[src/rtl/ac_power_controller_pkg.sv]
// -----------------------------------------------------------------------------
// ac_power_controller_pkg
// Shared constants and types for the AC compressor power controller.
//   AC_STATE_W        : width of the state code driven on ac_state_o
//   ac_state_e        : state codes OFF=0, ON=1, GRACE=2, LOCKOUT=3, ECO_HOLD=4
//   AC_GRACE_TICKS    : default grace period in tick_i pulses
//   AC_LOCKOUT_TICKS  : default compressor minimum-off time in tick_i pulses
//   ac_is_powered()   : true for the states in which the compressor runs
// -----------------------------------------------------------------------------
package ac_power_controller_pkg;

   localparam int AC_STATE_W       = 3;
   localparam int AC_GRACE_TICKS   = 30;
   localparam int AC_LOCKOUT_TICKS = 180;

   typedef enum logic [AC_STATE_W-1:0] {
      AC_ST_OFF      = 3'd0,
      AC_ST_ON       = 3'd1,
      AC_ST_GRACE    = 3'd2,
      AC_ST_LOCKOUT  = 3'd3,
      AC_ST_ECO_HOLD = 3'd4
   } ac_state_e;

   // Power stays on through GRACE so a brief economy request never cycles
   // the compressor.
   function automatic logic ac_is_powered(ac_state_e s);
      return (s == AC_ST_ON) || (s == AC_ST_GRACE);
   endfunction

endpackage

[src/rtl/ac_power_controller_tick_counter.sv]
// -----------------------------------------------------------------------------
// ac_tick_counter
// Loadable down-counter advanced by a timebase strobe. Expire is combinational
// so the owning FSM can leave its state on the very edge of the final tick.
//   clk       : system clock
//   rst_n     : asynchronous active-low reset, counter returns to RST_VAL
//   tick      : one-cycle timebase strobe, decrements the count
//   load      : load load_val this edge (wins over a coincident tick)
//   load_val  : value loaded on state entry
//   expire    : tick && cnt == 1
// -----------------------------------------------------------------------------
module ac_tick_counter #(
   parameter int CNT_W   = 8,
   parameter int RST_VAL = 1
) (
   input  logic             clk,
   input  logic             rst_n,
   input  logic             tick,
   input  logic             load,
   input  logic [CNT_W-1:0] load_val,
   output logic             expire
);

   logic [CNT_W-1:0] cnt;

   // Load beats tick: a tick on the entry edge must not count toward the
   // period. Count parks at zero rather than wrapping while the owning
   // state ignores it.
   always_ff @(posedge clk or negedge rst_n) begin
      if (!rst_n) begin
         cnt <= CNT_W'(RST_VAL);
      end else if (load) begin
         cnt <= load_val;
      end else if (tick && (cnt != '0)) begin
         cnt <= cnt - 1'b1;
      end
   end

   assign expire = tick && (cnt == CNT_W'(1));

endmodule

[src/rtl/ac_power_controller.sv]
// -----------------------------------------------------------------------------
// ac_power_controller
// Compressor power sequencer downstream of the economy-mode block. Applies a
// grace period before an economy shutdown and a minimum-off lockout after
// every power-down. Reset lands in LOCKOUT so the compressor is protected
// even when reset interrupts a running cycle.
//
// Build option: define AC_CTRL_GRACE_EN to build the GRACE state. Without it
// an economy request in ON shuts down immediately (eco flag set) and state
// code 2 never appears.
//
// Parameters:
//   GRACE_TICKS   : ticks close_ac_i must persist in ON before shutdown (>=1)
//   LOCKOUT_TICKS : ticks the compressor is held off after power-down (>=1)
//   CNT_W         : shared counter width, holds max of the two tick counts
// Ports:
//   clk_i          : system clock
//   rst_n_i        : asynchronous active-low reset
//   tick_i         : one-cycle timebase strobe, never high two cycles running
//   ac_request_i   : user/thermostat wants AC (level)
//   close_ac_i     : economy shutdown request (level)
//   ac_power_o     : compressor enable, high in ON and GRACE
//   ac_state_o     : current state code
//   eco_shutdown_o : AC is off because of an economy request
//   lockout_o      : minimum-off lockout active
// -----------------------------------------------------------------------------
module ac_power_controller
   import ac_power_controller_pkg::*;
#(
   parameter int GRACE_TICKS   = AC_GRACE_TICKS,
   parameter int LOCKOUT_TICKS = AC_LOCKOUT_TICKS,
   parameter int CNT_W         = 8
) (
   input  logic                  clk_i,
   input  logic                  rst_n_i,
   input  logic                  tick_i,
   input  logic                  ac_request_i,
   input  logic                  close_ac_i,
   output logic                  ac_power_o,
   output logic [AC_STATE_W-1:0] ac_state_o,
   output logic                  eco_shutdown_o,
   output logic                  lockout_o
);

   ac_state_e        state, nxt_state;
   logic             eco_q, nxt_eco;
   logic             power_q, lockout_q;
   logic             cnt_load, cnt_expire;
   logic [CNT_W-1:0] cnt_load_val;

   // Next-state and eco-flag decision. Priority everywhere is
   // request drop > close request > counter expiry, which also means a
   // close_ac_i drop coinciding with the last grace tick keeps power on.
   always_comb begin
      nxt_state = state;
      nxt_eco   = eco_q;
      case (state)
         AC_ST_OFF: begin
            if (ac_request_i) begin
               if (close_ac_i) begin
                  nxt_state = AC_ST_ECO_HOLD;
                  nxt_eco   = 1'b1;
               end else begin
                  nxt_state = AC_ST_ON;
               end
            end
         end
         AC_ST_ON: begin
            if (!ac_request_i) begin
               nxt_state = AC_ST_LOCKOUT;
            end else if (close_ac_i) begin
`ifdef AC_CTRL_GRACE_EN
               nxt_state = AC_ST_GRACE;
`else
               nxt_state = AC_ST_LOCKOUT;
               nxt_eco   = 1'b1;
`endif
            end
         end
`ifdef AC_CTRL_GRACE_EN
         AC_ST_GRACE: begin
            if (!ac_request_i) begin
               nxt_state = AC_ST_LOCKOUT;
            end else if (!close_ac_i) begin
               nxt_state = AC_ST_ON;
            end else if (cnt_expire) begin
               nxt_state = AC_ST_LOCKOUT;
               nxt_eco   = 1'b1;
            end
         end
`endif
         AC_ST_LOCKOUT: begin
            // Inputs are deliberately ignored; OFF re-evaluates them.
            if (cnt_expire) nxt_state = AC_ST_OFF;
         end
         AC_ST_ECO_HOLD: begin
            if (!ac_request_i) begin
               nxt_state = AC_ST_OFF;
            end else if (!close_ac_i) begin
               nxt_state = AC_ST_ON;
            end
         end
         default: nxt_state = AC_ST_LOCKOUT;
      endcase
      if (nxt_state == AC_ST_ON) nxt_eco = 1'b0;
      if (!ac_request_i)         nxt_eco = 1'b0;
   end

   // Counter reloads only on entry to a timed state; leaving GRACE for ON
   // simply abandons whatever count remains.
   assign cnt_load     = (nxt_state != state) &&
                         ((nxt_state == AC_ST_LOCKOUT) || (nxt_state == AC_ST_GRACE));
   assign cnt_load_val = (nxt_state == AC_ST_GRACE) ? CNT_W'(GRACE_TICKS)
                                                    : CNT_W'(LOCKOUT_TICKS);

   ac_tick_counter #(
      .CNT_W   (CNT_W),
      .RST_VAL (LOCKOUT_TICKS)
   ) u_cnt (
      .clk      (clk_i),
      .rst_n    (rst_n_i),
      .tick     (tick_i),
      .load     (cnt_load),
      .load_val (cnt_load_val),
      .expire   (cnt_expire)
   );

   // Outputs are registered alongside the state from the next-state decode,
   // so they change on the same edge as the state code.
   always_ff @(posedge clk_i or negedge rst_n_i) begin
      if (!rst_n_i) begin
         state     <= AC_ST_LOCKOUT;
         eco_q     <= 1'b0;
         power_q   <= 1'b0;
         lockout_q <= 1'b1;
      end else begin
         state     <= nxt_state;
         eco_q     <= nxt_eco;
         power_q   <= ac_is_powered(nxt_state);
         lockout_q <= (nxt_state == AC_ST_LOCKOUT);
      end
   end

   assign ac_power_o     = power_q;
   assign ac_state_o     = state;
   assign eco_shutdown_o = eco_q;
   assign lockout_o      = lockout_q;

endmodule

[config.mk]
export PLATFORM = sky130hd
export DESIGN_NAME = ac_power_controller
export DESIGN_NICKNAME = d
export VERILOG_FILES = /design/src/rtl/ac_power_controller_pkg.sv /design/src/rtl/ac_power_controller_tick_counter.sv /design/src/rtl/ac_power_controller.sv
export SDC_FILE = /design/constraint.sdc
export NUM_CORES = 1
export LEC_CHECK = 0
export ABC_AREA = 1
export BUFFER_PORTS_ARGS = -buffer_cell sky130_fd_sc_hd__buf_2
export CAP_MARGIN = 20
export CELL_PAD_IN_SITES_DETAIL_PLACEMENT = 1
export CELL_PAD_IN_SITES_GLOBAL_PLACEMENT = 1
export CORE_ASPECT_RATIO = 0.6
export CORE_MARGIN = 5
export CORE_UTILIZATION = 44
export DETAILED_ROUTE_END_ITERATION = 8
export PLACE_DENSITY = 0.85
export SYNTH_ARGS = -nofsm -noshare
export SYNTH_HDL_FRONTEND = slang
export SYNTH_HIERARCHICAL = 1
export SYNTH_SLANG_ARGS = --single-unit
export TNS_END_PERCENT = 1
[constraint.sdc]
create_clock -name clk_i -period 4.3 [get_ports clk_i]
set_input_delay 0.43 -clock clk_i [delete_from_list [all_inputs] [get_ports clk_i]]
set_output_delay 0.43 -clock clk_i [all_outputs]
set_load 0.05 [all_outputs]
==> flow_summary.json, run 1 <==
{
  "status": "finished, final reports clean",
  "synthTopCellsByArea": "dfstp_2, dfrtp_1, nand2_1",
  "fmax_mhz": 370,
  "firstDrtPassIters": 4,
  "drt_iter0_markers": 34,
  "start_util_pct": 45.5,
  "cts.sinks": 14,
  "slew_headroom_pct": 46.4,
  "core_sq_mm": 0.00215,
  "critPathLaunchType": "register",
  "die_h_microns": 46.5,
  "setup_viol": 0,
  "syn_area_sq_um": 977,
  "cts_tree": "done",
  "grt_pass1_wl_mm": 4.35,
  "yosysTopAreaCellShare_pct": 18.8,
  "ys_warn_count": 6,
  "worst_slew_pin_slew_ns": 0.801,
  "cp_max_fo": 13,
  "synth_common_cells": "nand2_1, inv_1, nand3_1",
  "hpwl_mm": 1.93,
  "final.min_clock_period_ns": 2.70,
  "io_pins": 11,
  "antenna_cells": 0,
  "portBuffers": 10,
  "hold_ws_ns": 0.0800,
  "worst_slack_ns": 1.60,
  "power.leakage_nw": 0.572,
  "finalCoreUtilization_pct": 52.6,
  "cts_buffers": 3,
  "root_buffer": "clkbuf_8",
  "htree_levels": 1,
  "clock_latency_ns": 0.24,
  "drc_errors": 0,
  "antenna_left": 0,
  "finalPower_mw": 0.790,
  "dp.cells": 173,
  "powerDensity_mw_per_mm2": 700,
  "dpl_cell_area_sq_mm": 0.00107,
  "synthDistinctLibCells": 29,
  "worstSetupPathType": "reg -> reg",
  "grt_pass1_vias": 892,
  "grt_max_degree": 15,
  "synthCells": 128,
  "die_area_sq_mm": 0.00329,
  "die-width_microns": 70.8,
  "slew_viol_final": 0,
  "stdcell_area_sq_mm": 0.00113,
  "worstPathArrival_ns": 2.84,
  "vias": 861,
  "wl_mm": 2.42,
  "tns_ns": 0,
  "synth-edff-count": 0,
  "path_clk_slew_ns": 0.06,
  "endpoint_kind": "register",
  "hold_path_class": "in -> async",
  "syn_to_final_growth_pct": 15.6,
  "finClkSkew_ns": 0.00126,
  "final_layout_size_suffix_gt1_share_pct": 27.9,
  "post_drt_wl_per_cell_microns": 13.6,
  "cp.required_ns": 4.44,
  "synth_most_common_cell": "nand2_1",
  "ys.flop_type": "dfstp_2",
  "antenna_found_initial": 0,
  "fp-row-count": 13,
  "async_flop_share_pct": 100,
  "postCtsSetupBuffers": 0,
  "hold_viol_final": 0,
  "cts_hold_buf": 0,
  "grt_overflow": 0,
  "ir_worst_vdd_v": 0.000301,
  "min_period_over_period_pct": 62.9,
  "yosysTopAreaCell": "dfstp_2",
  "grt_util_all_layers_pct": 17.8,
  "rsz0062_at_grt": "false",
  "gp_congestion": 0.876,
  "fin_nets": 156,
  "cap_violations": 0,
  "ctsResizeCount": 0,
  "avgSynthCellArea_sq_um": 7.63,
  "clk_path_buf_depth": 2,
  "seq_area_frac_synth_pct": 36.7,
  "final_cells": 177,
  "viasPerCell": 4.86,
  "dp_slack_ns": 1.67,
  "synth_seq_cells": 14
}
-- state kept, by name (all words and copies together) (netlist names) --
signal,cells
lockout_o,1
u_cnt/cnt,8
ac_state_o,3
ac_power_o,1
eco_shutdown_o,1
-- power breakdown --
group / switching, mW / internal, mW / leakage (nW)
clock: 0.0477 / 0.0811 / 0.0288
sequential: 0.0474 / 0.196 / 0.164
combinational: 0.284 / 0.134 / 0.380
total: 0.379 / 0.411 / 0.572
-- final cells by class --
type	count	area, sq um
fill	289	1020
clock buffer	4	55.1
multi-input combinational	102	562
timing repair buffer	10	50.0
sequential	14	359
tap	30	37.5
inverter	17	66.3
-- layer usage --
| layer | wire length, microns | GRT usage (%) |
|---|---|---|
| met4 | 0 | 2.25 |
| met3 | 65 | 5.23 |
| met1 | 1250 | 23.7 |
| met2 | 1100 | 29.8 |
| met5 | 0 | 0 |
-- final timing paths --
kind                                   start              to  slack, ns  cells after the start
worst max-delay path            u_cnt/cnt[7]    u_cnt/cnt[3]       1.60                     15
max in group asynchronous            rst_n_i    u_cnt/cnt[5]       3.92                      1
worst max register to register  u_cnt/cnt[7]    u_cnt/cnt[3]       1.60                     15
worst min-delay path                 rst_n_i  eco_shutdown_o       0.08                      1
min in group clk_i                close_ac_i   ac_state_o[2]       0.48                      3
worst min register to register  u_cnt/cnt[5]    u_cnt/cnt[5]       0.54                      2
-- worst max-delay path, cell delays in order (launching register included) --
cell	delay [ns]
dfstp_2	0.56
nor2_1	0.05
nand2_1	0.15
nor2_1	0.09
inv_1	0.06
nand2_1	0.06
nand2_2	0.09
nand2_4	0.07
nand2_4	0.07
inv_4	0.04
nor2_1	0.62
inv_1	0.34
nand3_1	0.19
nand2_1	0.08
nand2_1	0.08
o21ai_2	0.05
-- cell usage in the layout (no fill, tap or decap), drive strengths merged, types with 2 or more instances in the layout --
master | Yosys | routed
a21oi | 2 | 2
o21ai | 9 | 9
dfrtp | 7 | 7
inv | 16 | 16
buf | 0 | 10
conb | 2 | 8
nor2 | 12 | 12
clkbuf | 0 | 4
nand2 | 46 | 46
nor3 | 2 | 2
nand3 | 15 | 15
ha | 3 | 3
dfstp | 7 | 7
-- kinds of logic after synthesis --
family | share of synthesized area, %
AOI/OAI and AO/OA | 9.48
DFF | 36.7
adders and majority gates | 3.84
and+or+nand+nor | 40.2
other | 0.769
buffers and inverters | 8.07
xor gates and xnor gates | 0.896
Note: power is estimated with default switching activity, not from simulation.
==> run 2, diff against run 1 <==
--- a/config.mk
+++ b/config.mk
@@ -5,16 +5,15 @@
 export SDC_FILE = /design/constraint.sdc
 export NUM_CORES = 1
 export LEC_CHECK = 0
-export ABC_AREA = 1
+export ABC_AREA = 0
 export BUFFER_PORTS_ARGS = -buffer_cell sky130_fd_sc_hd__buf_2
 export CAP_MARGIN = 20
 export CELL_PAD_IN_SITES_DETAIL_PLACEMENT = 1
 export CELL_PAD_IN_SITES_GLOBAL_PLACEMENT = 1
-export CORE_ASPECT_RATIO = 0.6
 export CORE_MARGIN = 5
-export CORE_UTILIZATION = 44
+export CORE_UTILIZATION = 43
 export DETAILED_ROUTE_END_ITERATION = 8
-export PLACE_DENSITY = 0.85
+export PLACE_DENSITY = 0.81
 export SYNTH_ARGS = -nofsm -noshare
 export SYNTH_HDL_FRONTEND = slang
 export SYNTH_HIERARCHICAL = 1
==> constraint.sdc (replaced) <==
create_clock -name clk_i -period 2.8 [get_ports clk_i]
set_input_delay 0.28 -clock clk_i [delete_from_list [all_inputs] [get_ports clk_i]]
set_output_delay 0.28 -clock clk_i [all_outputs]
set_load 0.05 [all_outputs]
==> run 2 against run 1 <==
First-iteration DRC count fell by 65%. Clock power rose by 15%. Power fell by 0.61%. Synthesized cell count fell by 27%. Sequential share of layout area rose by 3.6 points. Cell area fell by 10%. Largest cell class unchanged.
==> flow_summary.json, run 2 <==
{
  "status": "finished, final reports clean",
  "synth_most_common_cell": "nand2_1",
  "ys.flop_type": "dfstp_2",
  "synthDistinctLibCells": 44,
  "cap_violations": 0,
  "synth-edff-count": 0,
  "async_flop_share_pct": 100,
  "fillers": 252,
  "powerDensity_mw_per_mm2": 774,
  "path_clk_slew_ns": 0.09,
  "avgSynthCellArea_sq_um": 9.54,
  "worst_slack_ns": 0.962,
  "syn_to_final_growth_pct": 14.4,
  "cts_tree": "done",
  "postCtsSetupBuffers": 0,
  "netSwitchingFraction_pct": 39.1,
  "viasPerCell": 5.74,
  "largest_reg_flops": 8,
  "clk_path_buf_depth": 2,
  "hpwl_mm": 1.53,
  "rsz0062_at_grt": "false",
  "cts_buffers": 3,
  "slew_headroom_pct": 61.1,
  "worstPathArrival_ns": 2.02,
  "antenna_found_initial": 0,
  "cts.sinks": 14,
  "largest-register": "u_cnt/cnt",
  "drc_errors": 0,
  "pwr-share-comb_pct": 33.3,
  "critPathLaunchType": "register",
  "ctsResizeCount": 0,
  "grt_max_degree": 15,
  "portBuffers": 10,
  "post_drt_wl_per_cell_microns": 15.2,
  "fmax_mhz": 544,
  "slew_viol_final": 0,
  "grt_util_all_layers_pct": 14.6,
  "seqPwrFrac_pct": 47.9,
  "tns_ns": 0,
  "vias": 787,
  "root_buffer": "clkbuf_4",
  "power.leakage_nw": 0.409,
  "dp_slack_ns": 0.999,
  "synth_seq_cells": 14,
  "final_layout_size_suffix_gt1_share_pct": 24.5,
  "grt_pass1_wl_mm": 3.63,
  "layout_common_cells": "buf_2, nand2_1, conb_1, dfrtp_1, dfstp_2",
  "finClkSkew_ns": 0.00476,
  "htree_levels": 1,
  "grt_overflow": 0,
  "core_sq_mm": 0.00196,
  "grt_pass1_vias": 797,
  "start_util_pct": 45.2,
  "stdcell_area_sq_mm": 0.00101,
  "antenna_cells": 0,
  "yosysTopAreaCellShare_pct": 20.7,
  "final.min_clock_period_ns": 1.84,
  "die_area_sq_mm": 0.00307,
  "endpoint_kind": "register",
  "clkPwrFrac_pct": 18.8,
  "worstSetupPathType": "reg -> reg",
  "syn_area_sq_um": 887,
  "clock_latency_ns": 0.28,
  "min_period_over_period_pct": 65.6,
  "synthCells": 93,
  "hold_viol_final": 0,
  "yosysTopAreaCell": "dfstp_2",
  "layout.cells.most_common": "buf_2",
  "wl_mm": 2.09,
  "ir_worst_vdd_v": 0.000352,
  "seq_area_frac_synth_pct": 40.5,
  "ys_warn_count": 6,
  "cts_hold_buf": 1,
  "drt_iter0_markers": 12,
  "setup_viol": 0,
  "fin_nets": 119,
  "die_h_microns": 55.4,
  "fp-row-count": 16,
  "hold_path_class": "in -> reg",
  "cp.required_ns": 2.98,
  "synthTopCellsByArea": "dfstp_2, dfrtp_1, ha_1",
  "cp_max_fo": 6,
  "gp_congestion": 0.828,
  "io_pins": 11,
  "dpl_cell_area_sq_um": 968,
  "synth_common_cells": "nand2_1, dfrtp_1, dfstp_2",
  "worst_slew_pin_slew_ns": 0.579,
  "internal_power_mw": 0.478,
  "firstDrtPassIters": 4,
  "switchingPower_mw": 0.307,
  "antenna_left": 0,
  "die-width_microns": 55.4
}
run 2: cell count changes after synthesis, moves of 3 or more:
cell	change
o21ai_2	-4
inv_1	-9
o211ai_1	+4
nand3_1	-12
nand2_1	-31
nor2_1	-3
nand2_4	-4
a31oi_1	+4
o21ai_0	-3
nor3b_1	+3
run 2: power by group through the flow:
stage | clock (mW) | combinational [mW] | sequential, mW
floorplan | 0 | 0.199 | 0.351
global placement | 0 | 0.246 | 0.368
detailed placement | 0 | 0.256 | 0.375
CTS | 0.152 | 0.260 | 0.373
global route | 0.161 | 0.292 | 0.388
finish | 0.148 | 0.261 | 0.376
run 2: path summary, 6_finish.rpt:
kind	start	end	slack, ns	cells past startpoint
max	u_cnt/cnt[0]	u_cnt/cnt[1]	0.96	5
min	ac_request_i	ac_state_o[2]	0.27	3
max reg2reg	u_cnt/cnt[0]	u_cnt/cnt[1]	0.96	5
min reg2reg	u_cnt/cnt[4]	u_cnt/cnt[4]	0.55	2
max in group asynchronous	rst_n_i	ac_state_o[0]	2.08	2
min in group asynchronous	rst_n_i	u_cnt/cnt[3]	0.42	2
run 2: final cells by class:
class	count	area [sq um]	share of cell area, %
Multi-Input combinational cell	76	507	49.9
Inverter	5	18.8	1.85
Timing Repair Buffer	11	60.1	5.92
Clock buffer	4	36.3	3.58
Tap cell	27	33.8	3.33
Sequential cell	14	359	35.4
run 2: per-layer routing:
layer  share of wire, %  vias to the layer above  GRT usage (%)
met5                  0                        -              0
met4                1.8                        0           6.94
met3                1.7                        4           2.80
met2                 47                       11           22.6
met1                 49                      396           19.4
li1                   -                      376              -
run 2: through the flow:
step | utilization (%) | power, mW | instances | hold slack (ns)
CTS | 51.7 | 0.785 | 137 | 0.256
finish | 51.7 | 0.786 | 137 | 0.268
global placement | 49.4 | 0.614 | 132 | 0.192
floorplan | - | 0.550 | 99 | -0.0156
detailed placement | 49.4 | 0.630 | 132 | 0.198
global route | 51.7 | 0.841 | 137 | 0.289
run 2: cells by family (layout without fill, tap and decap cells):
| group | after synthesis | after routing | share of synthesized area, % |
|---|---|---|---|
| multiplexers | 1 | 1 | 1.27 |
| other | 2 | 8 | 0.847 |
| adder cells (fa/ha/maj) | 3 | 3 | 4.23 |
| buffers and inverters | 9 | 20 | 4.94 |
| AO/OA/AOI/OAI | 27 | 27 | 22.8 |
| AND/OR/NAND/NOR | 37 | 37 | 25.4 |
| flip-flops | 14 | 14 | 40.5 |
run 2: critical path: stages (launching register included):
cell	delay (ns)
dfrtp_1	0.44
inv_1	0.13
ha_1	0.26
nor3b_1	0.40
a21boi_0	0.23
o311ai_1	0.28
==> run 3, diff against run 2 <==
--- a/config.mk
+++ b/config.mk
@@ -5,15 +5,16 @@
 export SDC_FILE = /design/constraint.sdc
 export NUM_CORES = 1
 export LEC_CHECK = 0
-export ABC_AREA = 0
+export ABC_AREA = 1
 export BUFFER_PORTS_ARGS = -buffer_cell sky130_fd_sc_hd__buf_2
 export CAP_MARGIN = 20
 export CELL_PAD_IN_SITES_DETAIL_PLACEMENT = 1
 export CELL_PAD_IN_SITES_GLOBAL_PLACEMENT = 1
+export CORE_ASPECT_RATIO = 0.6
 export CORE_MARGIN = 5
-export CORE_UTILIZATION = 43
+export CORE_UTILIZATION = 37
 export DETAILED_ROUTE_END_ITERATION = 8
-export PLACE_DENSITY = 0.81
+export PLACE_DENSITY = 0.77
 export SYNTH_ARGS = -nofsm -noshare
 export SYNTH_HDL_FRONTEND = slang
 export SYNTH_HIERARCHICAL = 1
==> constraint.sdc (replaced) <==
create_clock -name clk_i -period 1.6 [get_ports clk_i]
set_input_delay 0.16 -clock clk_i [delete_from_list [all_inputs] [get_ports clk_i]]
set_output_delay 0.16 -clock clk_i [all_outputs]
set_load 0.05 [all_outputs]
==> run 3 against run 2 <==
The run now ends with setup timing left. Clock skew down 0.0033 ns. Core utilization up 6.3 points. Via count up 26%. Clock power up 140%. Sequential power up 66%. Cell count up 52%. Worst setup slack worse by 1.1 ns.
==> flow_summary.json, run 3 (synthesized netlist as in run 1, its figures left out) <==
{
  "cts.sinks": 14,
  "htree_levels": 1,
  "layout.cells.most_common": "nand2_1",
  "clock_latency_ns": 0.25,
  "largest-register": "u_cnt/cnt",
  "die_h_microns": 49.8,
  "die-width_microns": 76.3,
  "start_util_pct": 38.7,
  "slew_viol_final": 0,
  "layout_common_cells": "nand2_1, buf_4, inv_1, buf_2, nand3_1",
  "antenna_left": 0,
  "critPathBufInv": 4,
  "fin_nets": 185,
  "drc_errors": 0,
  "wl_mm": 3.27,
  "final_layout_size_suffix_gt1_share_pct": 51.1,
  "hold_path_class": "in -> reg",
  "syn_to_final_growth_pct": 49.8,
  "portBuffers": 10,
  "worstSetupPathType": "reg -> reg",
  "finalCoreUtilization_pct": 58.0,
  "worstPathArrival_ns": 1.91,
  "post_drt_wl_per_cell_microns": 15.7,
  "setup_viol": 8,
  "cp_cell_sequence": "inv_2 > ha_4 > nand3_4 > nor2_4 > inv_2 > nand2_2 > nand2_2 > nand2_4 > nand2_4 > inv_4 > nor2_4 > nor3_2 > buf_4 > nand2_2 > nand3_2",
  "die_area_sq_mm": 0.00380,
  "violations": "setup timing",
  "antenna_cells": 0,
  "path_delay_family": "simple AND/OR/NAND/NOR gates",
  "critPathLaunchType": "register",
  "crit_slowest_cell": "dfrtp_1",
  "viasPerCell": 4.78,
  "core_sq_mm": 0.00252,
  "grt_util_all_layers_pct": 17.7,
  "drt_iter0_markers": 55,
  "worst_slack_ns": -0.120,
  "fmax_mhz": 581,
  "power.leakage_nw": 0.749,
  "io_pins": 11,
  "cp_max_fo": 4,
  "grt_pass1_wl_mm": 5.29,
  "firstDrtPassIters": 4,
  "root_buffer": "clkbuf_8",
  "dp_slack_ns": -0.329,
  "finClkSkew_ns": 0.00150,
  "cap_violations": 0,
  "clk_path_buf_depth": 2,
  "path_depth": 15,
  "path_clk_slew_ns": 0.06,
  "cts_tree": "done",
  "fp-row-count": 14,
  "powerDensity_mw_per_mm2": 1920,
  "cp.required_ns": 1.79,
  "vias": 995,
  "ir_worst_vdd_v": 0.000887,
  "largest_reg_flops": 8,
  "hpwl_mm": 2.25,
  "slowest_delay_ns": 0.38,
  "r2r_cells": 15,
  "final.min_clock_period_ns": 1.72,
  "crit_top_cell": "nand2_2",
  "grt_pass1_vias": 1091,
  "rsz0062_at_grt": "true",
  "antenna_found_initial": 0,
  "status": "complete, but fails checks",
  "min_period_over_period_pct": 107,
  "grt_max_degree": 15,
  "hold_ws_ns": 0.243,
  "grt_overflow": 0,
  "gp_congestion": 0.812,
  "endpoint_kind": "register",
  "holdPathStages": 3,
  "cts_buffers": 3,
  "hold_viol_final": 0
}
[run 3: changes by cell type in the layout (fill, tap and decap cells not counted), moves of 5 or more]
cell	previous run	this run
nand3_1	1	9
o21ai_2	0	6
nand2_2	0	8
buf_4	0	27
inv_1	4	10
nand2_4	0	5
nand2_1	9	33
[run 3: final timing paths]
check	endpoint	slack, ns	startpoint
min	eco_shutdown_o	0.24	ac_request_i
min in group asynchronous	u_cnt/cnt[3]	0.35	rst_n_i
max	u_cnt/cnt[6]	-0.12	u_cnt/cnt[1]
max in group asynchronous	ac_state_o[0]	0.95	rst_n_i
min reg2reg	eco_shutdown_o	0.55	eco_shutdown_o
max reg2reg	u_cnt/cnt[6]	-0.12	u_cnt/cnt[1]
[run 3: worst reg2reg max path: cells and delay by family (launching register included)]
kind          cells  cell delay, ns
buf+inv           4            0.36
simple gates     10            0.77
flops             1            0.38
fa+ha+maj         1            0.15
[run 3: final cells by class]
class	count	area [sq um]
Multi-Input combinational cell	102	667
Timing Repair Buffer	39	274
Sequential cell	14	359
Fill cell	321	1060
Inverter	17	68.8
Clock buffer	4	55.1
Tap cell	32	40.0
[run 3: where the power goes]
part | leakage (nW) | internal, mW | switching [mW]
combinational | 0.556 | 0.786 | 1.05
sequential | 0.164 | 0.526 | 0.0967
clock | 0.0288 | 0.218 | 0.134
total | 0.749 | 1.53 | 1.28
[run 3: timing repair]
item | CTS | global route
pin swaps | 10 | 4
hold endpoints to repair | 7 | 0
gates resized for setup | 21 | 6
setup buffers | 4 | 3
setup endpoints to repair | 8 | 10
hold buffers | 1 | 0
[run 3: metal layers]
metal  up-vias  wire (microns)  GRT usage [%]
met5         -               0              0
met4         0              68           6.10
met3         8             115           4.18
met2        18            1600           30.0
met1       482            1480           22.2
li1        487               -              -
[run 3: metrics by stage]
stage                     power [mW]  instance area [sq um]  instances  setup TNS, ns
final                           2.81                   1460        208         -0.773
after global routing            3.03                   1460        208          -1.81
after CTS                       2.72                   1420        205         -0.763
after detailed placement        2.14                   1250        196          -2.26
after global placement          2.06                   1250        196          -1.41
after floorplan                 1.56                   1010        134          -1.41
